==> config.mk <==
export PLATFORM = sky130hd
export DESIGN_NAME = paper_run_ctrl
export DESIGN_NICKNAME = d
export VERILOG_FILES = /design/src/rtl/paper_run_ctrl_pkg.sv /design/src/rtl/paper_cycle_counter.sv /design/src/rtl/paper_run_ctrl.sv
export SDC_FILE = /design/constraint.sdc
export NUM_CORES = 1
export LEC_CHECK = 0
export BUFFER_PORTS_ARGS = -buffer_cell sky130_fd_sc_hd__buf_4
export CORE_ASPECT_RATIO = 0.9
export CORE_MARGIN = 1.5
export CORE_UTILIZATION = 50
export CTS_BUF_LIST = sky130_fd_sc_hd__clkbuf_8
export DETAILED_ROUTE_END_ITERATION = 16
export HOLD_SLACK_MARGIN = 0.02
export PLACE_DENSITY = 0.83
export SLEW_MARGIN = 0
export SYNTH_ARGS = -nofsm -noshare
export SYNTH_HDL_FRONTEND = slang
export SYNTH_SLANG_ARGS = --single-unit
==> constraint.sdc <==
create_clock -name clk -period 2.1 [get_ports clk]
set_input_delay 0.315 -clock clk [delete_from_list [all_inputs] [get_ports clk]]
set_output_delay 0.315 -clock clk [all_outputs]
set_load 0.05 [all_outputs]
==> src/rtl/paper_run_ctrl_pkg.sv <==
// Shared definitions for the paper-processor run controller.
//   - command opcodes carried on cmd_op
//   - run-control FSM state encodings (also visible on the status output)
//   - program-counter / instruction-memory sizing and cycle-counter width
//   - cmd_is_illegal(): which accepted commands raise the err pulse
package paper_run_ctrl_pkg;

  localparam int PC_W           = 2;
  localparam int PROG_DEPTH_DEF = 1 << PC_W;
  localparam int INSN_W         = 2;
  localparam int CNT_W          = 8;

  typedef enum logic [1:0] {
    OP_LOAD = 2'd0,
    OP_RUN  = 2'd1,
    OP_STEP = 2'd2,
    OP_STOP = 2'd3
  } cmd_op_e;

  typedef enum logic [2:0] {
    ST_IDLE    = 3'd0,
    ST_RUN     = 3'd1,
    ST_STEP    = 3'd2,
    ST_PAUSED  = 3'd3,
    ST_HALTED  = 3'd4,
    ST_TIMEOUT = 3'd5
  } run_state_e;

  // An accepted command is illegal when it has no meaning in the current
  // state. STEP never accepts commands, so nothing there is illegal.
  function automatic logic cmd_is_illegal(input run_state_e st, input cmd_op_e op);
    logic bad;
    bad = 1'b0;
    case (st)
      ST_RUN, ST_HALTED, ST_TIMEOUT: bad = (op != OP_STOP);
      ST_PAUSED:                     bad = (op == OP_LOAD);
      default:                       bad = 1'b0;
    endcase
    return bad;
  endfunction

endpackage

==> src/rtl/paper_cycle_counter.sv <==
// Saturating counter of enabled core cycles.
//   clk, reset : clock and synchronous active-high reset
//   clear      : zero the count (takes priority over enable)
//   enable     : count this cycle
//   limit      : saturation value
//   count      : registered count, never exceeds limit
//   hit        : this enabled cycle's increment reaches limit (combinational
//                from registered count, enable and the constant limit)
module paper_cycle_counter
  import paper_run_ctrl_pkg::*;
(
  input  logic             clk,
  input  logic             reset,
  input  logic             clear,
  input  logic             enable,
  input  logic [CNT_W-1:0] limit,
  output logic [CNT_W-1:0] count,
  output logic             hit
);

  logic [CNT_W:0] count_inc_p0;

  function automatic logic [CNT_W-1:0] sat_inc(input logic [CNT_W-1:0] cur,
                                                input logic [CNT_W-1:0] lim);
    logic [CNT_W-1:0] nxt;
    if (cur >= lim) nxt = lim;
    else            nxt = cur + CNT_W'(1);
    return nxt;
  endfunction

  // One extra bit so a limit of 255 does not wrap the compare.
  assign count_inc_p0 = {1'b0, count} + (CNT_W+1)'(1);
  assign hit          = enable && (count_inc_p0 >= {1'b0, limit});

  // ---- stage p0 -> count register ----
  always_ff @(posedge clk) begin
    if (reset) begin
      count <= '0;
    end else if (clear) begin
      count <= '0;
    end else if (enable) begin
      count <= sat_inc(count, limit);
    end
  end

endmodule

==> src/rtl/paper_run_ctrl.sv <==
// Run controller for the paper processor.
//   clk, reset            : clock, synchronous active-high reset
//   cmd_valid/op/addr/data: command channel (LOAD/RUN/STEP/STOP), cmd_ready
//                           handshake
//   core_halt             : halt decode from the core
//   core_clk_en/core_reset: core and counter control, decoded from state
//   prog_we/waddr/wdata   : registered instruction-memory write port
//   cycle_count           : saturating count of enabled core cycles
//   status                : FSM state encoding
//   done/timeout/err      : halted level, watchdog level, illegal-command pulse
// Every output is either a register or a decode of the state register.
module paper_run_ctrl
  import paper_run_ctrl_pkg::*;
#(
  parameter int MAX_CYCLES = 64,
  parameter int PROG_DEPTH = PROG_DEPTH_DEF
) (
  input  logic              clk,
  input  logic              reset,
  input  logic              cmd_valid,
  input  logic [1:0]        cmd_op,
  input  logic [PC_W-1:0]   cmd_addr,
  input  logic [INSN_W-1:0] cmd_data,
  output logic              cmd_ready,
  input  logic              core_halt,
  output logic              core_clk_en,
  output logic              core_reset,
  output logic              prog_we,
  output logic [PC_W-1:0]   prog_waddr,
  output logic [INSN_W-1:0] prog_wdata,
  output logic [CNT_W-1:0]  cycle_count,
  output logic [2:0]        status,
  output logic              done,
  output logic              timeout,
  output logic              err
);

  run_state_e state, next_state;
  cmd_op_e    op;
  logic       accept;
  logic       load_p0;
  logic       err_p0;
  logic       cnt_clear;
  logic       cnt_hit;

  // ---- state decodes ----
  assign cmd_ready   = (state != ST_STEP);
  assign core_reset  = (state == ST_IDLE);
  assign core_clk_en = (state == ST_RUN) || (state == ST_STEP);
  assign done        = (state == ST_HALTED);
  assign timeout     = (state == ST_TIMEOUT);
  assign status      = state;

  assign op     = cmd_op_e'(cmd_op);
  assign accept = cmd_valid && cmd_ready;

  // Next-state logic. In RUN/STEP the core's halt beats the watchdog, which
  // beats a STOP; a STOP lost that way is simply swallowed.
  always_comb begin
    next_state = state;
    load_p0    = 1'b0;
    err_p0     = accept && cmd_is_illegal(state, op);
    case (state)
      ST_IDLE: begin
        if (accept) begin
          case (op)
            OP_LOAD: load_p0    = 1'b1;
            OP_RUN:  next_state = ST_RUN;
            OP_STEP: next_state = ST_STEP;
            default: next_state = ST_IDLE;
          endcase
        end
      end
      ST_RUN: begin
        if (core_halt)                     next_state = ST_HALTED;
        else if (cnt_hit)                  next_state = ST_TIMEOUT;
        else if (accept && op == OP_STOP)  next_state = ST_PAUSED;
      end
      ST_STEP: begin
        if (core_halt)    next_state = ST_HALTED;
        else if (cnt_hit) next_state = ST_TIMEOUT;
        else              next_state = ST_PAUSED;
      end
      ST_PAUSED: begin
        if (accept) begin
          case (op)
            OP_RUN:  next_state = ST_RUN;
            OP_STEP: next_state = ST_STEP;
            OP_STOP: next_state = ST_IDLE;
            default: next_state = ST_PAUSED;
          endcase
        end
      end
      ST_HALTED, ST_TIMEOUT: begin
        if (accept && op == OP_STOP) next_state = ST_IDLE;
      end
      default: next_state = ST_IDLE;
    endcase
  end

  // Clearing on the transition makes the count read zero on the first
  // IDLE cycle rather than one cycle later.
  assign cnt_clear = (next_state == ST_IDLE);

  // ---- stage p0 -> registered state, write port and err pulse ----
  always_ff @(posedge clk) begin
    if (reset) begin
      state      <= ST_IDLE;
      prog_we    <= 1'b0;
      prog_waddr <= '0;
      prog_wdata <= '0;
      err        <= 1'b0;
    end else begin
      state   <= next_state;
      prog_we <= load_p0;
      err     <= err_p0;
      if (load_p0) begin
        // Wrap the address into the configured memory depth.
        prog_waddr <= cmd_addr & PC_W'(PROG_DEPTH - 1);
        prog_wdata <= cmd_data;
      end
    end
  end

  paper_cycle_counter u_cycle_counter (
    .clk    (clk),
    .reset  (reset),
    .clear  (cnt_clear),
    .enable (core_clk_en),
    .limit  (CNT_W'(MAX_CYCLES)),
    .count  (cycle_count),
    .hit    (cnt_hit)
  );

endmodule

==> results.toml, run 1 <==
[detailed_routing]
route.detailed.drc = 0
drtIter0Drc = 21
first_pass_iters = 4
routed_wl_mm = 2.04
viasPerCell = 5.63
wire_per_inst_microns = 12.1
route.vias.total = 946
detail-route-antenna-nets = 0

[timing]
fin_tns_setup_ns = 0
tightest_slew_ns = 0.412
max_freq_ghz = 0.527
grt_setup_unrepaired = "false"
drv_slew = 0
skew_ns = 0.00327
setup_viol_count_final = 0
finalHoldViolCount = 0
finalCriticalPeriod_ns = 1.90
slew_headroom_pct = 72.5
finalCritPeriodShare_pct = 90.3

[placement]
gp_congestion = 0.818
placed_cells = 164
io_buffers = 31
dp_hpwl_mm = 1.58

[floorplanning]
rows = 14
chipWidth_microns = 47.7
start_util_pct = 53.3
dieArea_sq_um = 2060
pin_count = 32
core-area_sq_um = 1680
fp.dieH_microns = 43.2

[worst_setup_path]
cp_max_fo = 7
required_ns = 2.29
critPathBufInv = 0
cp.arrival_ns = 2.09
reg2regPathDepth = 6
r2r_start = "u_cycle_counter.count[0]$_SDFFE_PP0P_"
crit_slowest_cell = "dfxtp_1"
crit_path_start_kind = "flip-flop"
setup.worst_path.end_class = "flip-flop"
criticalPathCategory = "flip-flop to flip-flop"
path_cells = "ha_1 -> and3_2 -> and3_1 -> a211o_2 -> a41o_1 -> a21oi_1"
crit_family = "compound AO/OA/AOI/OAI gates"
rrSetupSlack_ns = 0.20
r2r_end = "u_cycle_counter.count[3]$_SDFFE_PP0P_"
cpPeakStageDelay_ns = 0.36

[global_routing]
grt_max_degree = 13
grt_pass1_vias = 765
gr-total-overflow = 0
grt_usage_pct = 21.9
grt_pass1_wl_mm = 3.20
antenna_found_initial = 0

[layout]
nets = 157
final_cells = 168
n_antenna_cell = 0
area_growth_pct = 35.0
drive_gt1_share_pct = 31.3

[clocking]
clk_pin_slew_worst_paths_ns = 0.07
cts_hold_buf = 0
clkSinkCount = 17
clockBufferDepth = 2
clockRootBuffer = "clkbuf_8"
clk_latency_ns = 0.25
cts_setup_buffers = 0
cts_resized = 0
cts_max_level = 1
cts_tree = "done"
cts_buffers = 3

[power_and_ir_drop]
peakVddDrop_uv = 467
power.leakage_nw = 0.539
p_per_area_nw_per_um2 = 661

[yosys]
synth.largest_area_cell = "dfxtp_1"
synth.top_cells.by_area = "dfxtp_1 (38%), nor2_1 (8.4%), a21oi_1 (5.6%)"
synth-seq-area-share_pct = 37.9
ys_seq_elements = 17
avgSynthCellArea_sq_um = 8.08
synth_fp_nets = 123
synth_cells = 111
ys_types = 35
synth.top_cell.area_share_pct = 37.9
synth_warnings = 0
syn-cell-area_sq_um = 897

[worst_hold_path]
min_path_cells = 2
hold_start = "reset"
hp-class = "primary input to flip-flop"
whs_endpoint = "prog_we$_SDFF_PP0_"

[status]
status = "finished, final reports clean"

[job]
drv_cap = 0
==> metal layers <==
metal / vias up / part of all wire [%] / global-route usage, %
met4: 0 / 0.74 / 8.65
met2: 36 / 48 / 31.4
met5: - / 0 / 0
li1: 467 / - / -
met3: 2 / 7.2 / 7.66
met1: 441 / 44 / 29.6
==> worst max-delay path by stage <==
stage	depth (start not counted)	startpoint	slack, ns	to
2_1_floorplan	7	status[0]$_SDFF_PP0_	0.07	u_cycle_counter.count[5]$_SDFFE_PP0P_
3_3_place_gp	6	u_cycle_counter.count[0]$_SDFFE_PP0P_	0.30	u_cycle_counter.count[5]$_SDFFE_PP0P_
3_5_place_dp	6	u_cycle_counter.count[0]$_SDFFE_PP0P_	0.23	u_cycle_counter.count[4]$_SDFFE_PP0P_
4_1_cts	6	u_cycle_counter.count[0]$_SDFFE_PP0P_	0.21	u_cycle_counter.count[4]$_SDFFE_PP0P_
5_1_grt	6	u_cycle_counter.count[0]$_SDFFE_PP0P_	0.1	u_cycle_counter.count[1]$_SDFFE_PP0P_
6_report	6	u_cycle_counter.count[0]$_SDFFE_PP0P_	0.20	u_cycle_counter.count[3]$_SDFFE_PP0P_
==> layout by cell type (no fill, tap or decap), types with 2 or more instances in the layout <==
cell type,count
a21o_1,2
a21oi_1,10
and3_1,2
and3_2,2
buf_4,33
clkbuf_8,3
dfxtp_1,17
ha_1,2
inv_1,2
mux2i_1,4
nand2_1,7
nand2b_1,2
nand3_1,7
nand4b_1,2
nor2_1,20
nor3_1,2
nor4b_1,2
o21ai_0,5
==> worst reg2reg max path: cells and delay by family, from the launching register on <==
family                     cells  cell delay (ns)
AOI/OAI and AO/OA              3             0.77
adders and majority gates      1             0.24
DFF                            1             0.36
and+or+nand+nor                2             0.46
==> per-stage QoR <==
step | total power, mW | util [%] | hold WS [ns] | worst slack, ns | instance area [sq um]
global route | 0.834 | 72.0 | 0.278 | 0.0979 | 1210
floorplan | 0.493 | - | 0.387 | 0.0687 | 911
finish | 0.800 | 72.0 | 0.277 | 0.204 | 1210
detailed placement | 0.557 | 69.1 | 0.496 | 0.227 | 1160
CTS | 0.804 | 72.0 | 0.278 | 0.213 | 1210
global placement | 0.552 | 69.1 | 0.476 | 0.295 | 1160
==> kinds of logic (layout without fill, tap and decap cells) <==
| family | after synthesis | in the layout | share of synthesized area (%) |
|---|---|---|---|
| AND/OR/NAND/NOR | 53 | 53 | 29.7 |
| AO/OA/AOI/OAI | 28 | 28 | 20.9 |
| flip-flops | 17 | 17 | 37.9 |
| buffers and inverters | 7 | 40 | 4.18 |
| multiplexers | 4 | 4 | 4.46 |
| adder cells (fa/ha/maj) | 2 | 2 | 2.79 |
==> sequential cells by signal, indices dropped and copies added (netlist names) <==
name / cells
u_cycle_counter.count: 8
prog_wdata: 2
prog_we: 1
prog_waddr: 2
err: 1
status: 3
==> report_power, final <==
part / total, mW / internal (mW) / switching (mW)
logic: 0.204 / 0.0710 / 0.133
registers: 0.345 / 0.332 / 0.0132
clock network: 0.251 / 0.134 / 0.117
total: 0.800 / 0.537 / 0.264
==> synth_stat cells <==
library cell / count
a21oi_2: 1
nor4b_1: 2
and3_2: 2
nand3_1: 7
a211oi_1: 1
dfxtp_1: 17
a211o_2: 1
nand2_1: 7
mux2i_1: 4
a21oi_1: 10
nand4b_1: 2
ha_1: 2
o21ai_0: 5
nor2b_1: 2
nor3_1: 3
a21o_1: 2
or2_0: 1
a31oi_1: 1
inv_1: 2
nand2b_1: 2
and2_1: 1
and3_1: 2
o21ai_1: 1
a311oi_2: 1
a41o_1: 1
buf_6: 1
o21a_1: 1
or3_1: 1
o31a_1: 1
a221o_1: 1
a41oi_1: 1
nor2_1: 20
or3b_1: 1
inv_2: 1
buf_2: 3
==> layout make-up <==
| cell class | count | area [sq um] |
|---|---|---|
| multi-input combinational | 87 | 533 |
| fill | 139 | 470 |
| sequential | 17 | 340 |
| timing repair buffer | 33 | 248 |
| clock buffer | 3 | 41.3 |
| tap | 24 | 30.0 |
| inverter | 3 | 11.3 |
| clock inverter | 1 | 7.51 |
(Power assumes the default switching activity.)
==> inputs of run 2 (changes only) <==
==> constraint.sdc (replaced) <==
create_clock -name clk -period 2.1 [get_ports clk]
set_input_delay 0.315 -clock clk [delete_from_list [all_inputs] [get_ports clk]]
set_output_delay 0.315 -clock clk [all_outputs]
set_load 0.02 [all_outputs]
==> run 2 against run 1 <==
Critical path depth decreased by 2; fmax decreased by 4.6%; largest cell class unchanged; first-iteration DRC count increased by 9.5%; design area decreased by 2.6%; final cell count decreased by 1.2%; register-to-register slack got worse by 0.07 ns; non-clock buffer count decreased by 2.
==> results.toml, run 2 (synthesized netlist as in run 1, its figures left out) <==
[floorplanning]
rows = 14
core-area_sq_um = 1680
fp.dieH_microns = 43.2
start_util_pct = 53.3
dieArea_sq_um = 2060
chipWidth_microns = 47.7
pin_count = 32

[clocking]
cts_max_level = 1
cts_resized = 0
clockBufferDepth = 2
cts_hold_buf = 0
cts_buffers = 3
clk_latency_ns = 0.26
cts_setup_buffers = 0
clockRootBuffer = "clkbuf_8"
cts_tree = "done"
clk_pin_slew_worst_paths_ns = 0.07
clkSinkCount = 17

[layout]
drive_gt1_share_pct = 28.9
final_common_cell = "buf_4"
nets = 155
largest_register_ffs = 8
n_antenna_cell = 0
final_cell_area_sq_um = 1180
largest_register = "u_cycle_counter.count"
area_growth_pct = 31.5
final_cells = 166
mostFrequentLayoutCells = "buf_4 (31), nor2_1 (20), dfxtp_1 (17)"

[detailed_routing]
route.vias.total = 965
wire_per_inst_microns = 14.6
first_pass_iters = 4
viasPerCell = 5.81
detail-route-antenna-nets = 0
drtIter0Drc = 23
route.detailed.drc = 0
routed_wl_mm = 2.43

[worst_hold_path]
hp-class = "primary input to flip-flop"

[worst_setup_path]
required_ns = 1.78
cp_max_fo = 14
cp.arrival_ns = 1.67
crit_path_start_kind = "flip-flop"
path_cells = "nand2b_1 -> a21o_1 -> inv_2 -> buf_4"
crit_slowest_cell = "dfxtp_1"
criticalPathCategory = "flip-flop to output pin"
setup.worst_path.end_class = "output pin"
cpPeakStageDelay_ns = 0.59

[power_and_ir_drop]
p_int_uw = 528
pwr-share-clk_pct = 33.5
peakVddDrop_uv = 512
p_per_area_nw_per_um2 = 637
p_seq_share_pct = 46.4
switching_share_pct = 29.8
pwr-share-comb_pct = 20.1
power.leakage_nw = 0.528
p_switching_uw = 224

[timing]
max_freq_ghz = 0.503
fin_tns_setup_ns = 0
tightest_slew_ns = 0.468
skew_ns = 0.00395
finalCriticalPeriod_ns = 1.99
finalCritPeriodShare_pct = 94.7
grt_setup_unrepaired = "false"
slew_headroom_pct = 68.4
setup_viol_count_final = 0
finalHoldViolCount = 0
drv_slew = 0

[global_routing]
grt_pass1_wl_mm = 3.77
gr-usage-met1_pct = 31.8
grt_util_met3_pct = 5.53
antenna_found_initial = 0
grt_pass1_vias = 840
grt_usage_pct = 26.6
grt_max_degree = 15
busiest_layer = "met2"
gr-total-overflow = 0
globalRouteMet2Util_pct = 41.9

[placement]
dp_hpwl_mm = 1.62
io_buffers = 31
gp_congestion = 0.815
placed_area_sq_um = 1130
placed_cells = 162

[status]
status = "finished, final reports clean"

[job]
drv_cap = 0
[run 2: cell count changes in the layout (fill, tap and decap cells not counted)]
cell,before,now
nor3_1,2,3
nor3_4,1,0
nor2b_2,1,0
clkinv_2,0,1
buf_4,33,31
clkinvlp_4,1,0
nor2b_1,1,2
[run 2: worst max-delay path, delay by kind of cell, from the launching register on]
family / cells / cell delay (ns)
buf+inv: 2 / 0.32
flops: 1 / 0.59
simple gates: 1 / 0.19
compound gates: 1 / 0.31
[run 2: final timing paths]
path / start / end / slack (ns) / cells past startpoint
max: status[1]$_SDFF_PP0_ / core_clk_en / 0.11 / 4
min: reset / prog_wdata[0]$_SDFFE_PP0P_ / 0.28 / 2
max reg2reg: u_cycle_counter.count[0]$_SDFFE_PP0P_ / u_cycle_counter.count[4]$_SDFFE_PP0P_ / 0.13 / 6
min reg2reg: u_cycle_counter.count[1]$_SDFFE_PP0P_ / u_cycle_counter.count[1]$_SDFFE_PP0P_ / 0.52 / 2
[run 2: power groups by stage]
stage,sequential (mW),combinational (mW),clock (mW)
after floorplan,0.357,0.0879,0
after global placement,0.354,0.146,0
after detailed placement,0.355,0.149,0
after CTS,0.348,0.151,0.256
after global routing,0.350,0.164,0.267
final,0.348,0.151,0.252
[run 2: layout make-up]
type,instances,area (sq um)
Clock buffer,3,41.3
Multi-Input combinational cell,87,519
Sequential cell,17,340
Fill cell,151,502
Timing Repair Buffer,31,233
Inverter,3,11.3
Tap cell,24,30.0
Clock inverter,1,5.00
[run 2: metal layers]
| metal | up-vias | share of wire [%] |
|---|---|---|
| met4 | 0 | 3.7 |
| met3 | 11 | 3.8 |
| met2 | 34 | 51 |
| met1 | 461 | 41 |
| met5 | - | 0 |
| li1 | 459 | - |
[run 2: through the flow]
stage	power, mW	hold slack, ns	utilization (%)	worst slack (ns)
finish	0.751	0.281	70.2	0.112
global placement	0.500	0.479	67.4	0.297
CTS	0.755	0.275	70.2	0.132
floorplan	0.445	0.387	-	0.258
global route	0.782	0.294	70.2	0.00165
detailed placement	0.504	0.510	67.4	0.190
==> inputs of run 3 (changes only) <==
BUFFER_PORTS_ARGS = -buffer_cell sky130_fd_sc_hd__clkbuf_2   (was -buffer_cell sky130_fd_sc_hd__buf_4)
CORE_UTILIZATION = 56   (was 50)
PLACE_DENSITY = 0.85   (was 0.83)
SYNTH_HIERARCHICAL = 1   (was default)
==> run 3 against run 2 <==
The flow now finishes with violations (negative setup slack); sequential power is essentially flat; final cell count grew 63%; global-route usage grew 1.6 points; largest cell class unchanged; clock skew grew 0.0048 ns; design area grew 69%; worst hold slack gained 0.0079 ns; via count grew 61%; power grew 20%; critical path depth grew 11; flip-flop and latch count is the same.
==> results.toml, run 3 <==
[placement]
placed_area_sq_um = 1870
pre_cts_ws_ns = -0.816
dp_hpwl_mm = 2.88
placed_cells = 264
gp_congestion = 0.904
io_buffers = 31

[timing]
skew_ns = 0.00876
fin_tns_setup_ns = -7.51
holdWs_ns = 0.289
max_freq_ghz = 0.339
grt_setup_unrepaired = "true"
finalWorstSetupSlack_ns = -0.852
drv_slew = 0
finalHoldViolCount = 0
finalCriticalPeriod_ns = 2.95
setup_viol_count_final = 10
finalCritPeriodShare_pct = 141

[yosys]
synth_compound_area_share_pct = 19.4
synthTopCellsByCount = "dfxtp_1 (17), ha_1 (17), nor2_1 (16), a31oi_1 (13), inv_1 (11)"
synth_edf_count = 0
synth.largest_area_cell = "dfxtp_1"
synth-simple-area-share_pct = 26.6
synth.top_cells.by_area = "dfxtp_1 (23%), ha_1 (15%), a31oi_1 (5.6%)"
synth_mux_area_share_pct = 3.44
avgSynthCellArea_sq_um = 8.31
syn-cell-area_sq_um = 1450
synth.top_cell.area_share_pct = 23.4
synth-seq-area-share_pct = 23.4
ys_seq_elements = 17
synth_cells = 175
async_flop_share_pct = 0
ys.flop_type = "dfxtp_1"
synth_top_family_by_area = "simple AND/OR/NAND/NOR gates"
synth_xor_area_share_pct = 5.51
ys_types = 47
synth_warnings = 6
synth_adder_area_share_pct = 14.6

[global_routing]
grt_max_degree = 24
grt_pass1_wl_mm = 6.51
antenna_found_initial = 0
grt_pass1_vias = 1492
gr-total-overflow = 0
grt_usage_pct = 28.2

[layout]
fillers = 143
nets = 271
mostFrequentLayoutCells = "clkbuf_2 (31), buf_4 (25), conb_1 (17)"
final_cells = 271
drive_gt1_share_pct = 36.2
n_antenna_cell = 0
largest_register = "u_cycle_counter/count"
largest_register_ffs = 8
final_common_cell = "clkbuf_2"
utilization_pct = 81.0
area_growth_pct = 37.5
final_cell_area_sq_um = 2000

[clocking]
clk_pin_slew_worst_paths_ns = 0.07
clockRootBuffer = "clkbuf_8"
cts_max_level = 1
clockBufferDepth = 2
cts_tree = "done"
cts_hold_buf = 0
clk_latency_ns = 0.26
clkSinkCount = 17
cts_buffers = 3

[worst_setup_path]
path_cells = "ha_4 -> nand2_2 -> nor2_4 -> xnor2_1 -> ha_1 -> nand4_1 -> nor3_2 -> o31ai_1 -> a21boi_1 -> nor2_1 -> nand4b_1 -> and3_1 -> and3_4 -> or2_4 -> a31oi_1"
crit_slowest_cell = "dfxtp_4"
criticalPathCategory = "flip-flop to flip-flop"
crit_family = "simple AND/OR/NAND/NOR gates"
crit_path_start_kind = "flip-flop"
critPathBufInv = 0
cp_max_fo = 6
required_ns = 2.28
setup.worst_path.end_class = "flip-flop"
cpPeakStageDelay_ns = 0.38
cp.arrival_ns = 3.13

[power_and_ir_drop]
peakVddDrop_uv = 648
p_per_area_nw_per_um2 = 451
total_power_uw = 901
power.leakage_nw = 0.940

[detailed_routing]
route.vias.total = 1549
route.detailed.drc = 0
drtIter0Drc = 96
routed_wl_mm = 3.92
first_pass_iters = 4
detail-route-antenna-nets = 0
viasPerCell = 5.72
wire_per_inst_microns = 14.4

[job]
drv_cap = 0

[floorplanning]
dieArea_sq_um = 2910
rows = 17
fp.dieH_microns = 51.3
chipWidth_microns = 56.7
start_util_pct = 58.9
core-area_sq_um = 2470
pin_count = 32

[status]
failed_checks = "negative setup slack"
status = "finished with violations"

[worst_hold_path]
hp-class = "primary input to flip-flop"
## run 3: cells by family (layout without fill, tap and decap cells)
group	after synthesis	count (layout)
and+or+nand+nor	68	68
other	2	17
muxes	5	5
DFF	17	17
xor gates and xnor gates	7	7
buffers and inverters	19	72
AOI/OAI and AO/OA	40	40
adders and majority gates	17	17
## run 3: repair_timing
action	in CTS	in global routing
pin swaps	12	5
resized for setup	9	6
buffers inserted	2	1
setup endpoints to repair	10	10
## run 3: final timing paths
| kind | endpoint | slack, ns | cells after the start | startpoint |
|---|---|---|---|---|
| hold / removal | prog_wdata[0]$_SDFFE_PP0P_ | 0.29 | 3 | cmd_data[0] |
| hold reg to reg | prog_wdata[0]$_SDFFE_PP0P_ | 0.51 | 2 | prog_wdata[0]$_SDFFE_PP0P_ |
| setup / recovery | u_cycle_counter/count[2]$_SDFFE_PP0P_ | -0.85 | 15 | u_cycle_counter/count[0]$_SDFFE_PP0P_ |
| setup reg to reg | u_cycle_counter/count[2]$_SDFFE_PP0P_ | -0.85 | 15 | u_cycle_counter/count[0]$_SDFFE_PP0P_ |
## run 3: where the power goes
group	leakage, nW	switching [mW]	total, mW	internal, mW
registers	0.141	0.0139	0.346	0.332
clock network	0.0217	0.115	0.248	0.134
logic	0.777	0.180	0.306	0.126
## run 3: final cells by class
| type | count | area [sq um] | share of cell area (%) |
|---|---|---|---|
| inverters | 11 | 41.3 | 2.07 |
| well taps | 28 | 35.0 | 1.75 |
| clock buffers | 3 | 41.3 | 2.07 |
| multi-input cells | 154 | 1160 | 58.2 |
| flip-flops and latches | 17 | 357 | 17.8 |
| repair buffers | 57 | 354 | 17.7 |
| clock inverters | 1 | 7.51 | 0.375 |
## run 3: worst register-to-register path, stage by stage (launching register included)
cell      delay [ns]
dfxtp_4         0.38
ha_4            0.17
nand2_2         0.09
nor2_4          0.14
xnor2_1         0.09
ha_1            0.32
nand4_1         0.13
nor3_2          0.07
o31ai_1         0.30
a21boi_1        0.15
nor2_1          0.16
nand4b_1        0.13
and3_1          0.19
and3_4          0.15
or2_4           0.26
a31oi_1         0.16
## run 3: metal layers
metal | GRT usage (%) | vias up | part of all wire (%)
met5 | 0 | - | 0
met4 | 6.75 | 0 | 0.36
met3 | 6.08 | 2 | 5.8
met2 | 51.9 | 62 | 51
met1 | 33.3 | 732 | 43
li1 | - | 753 | -
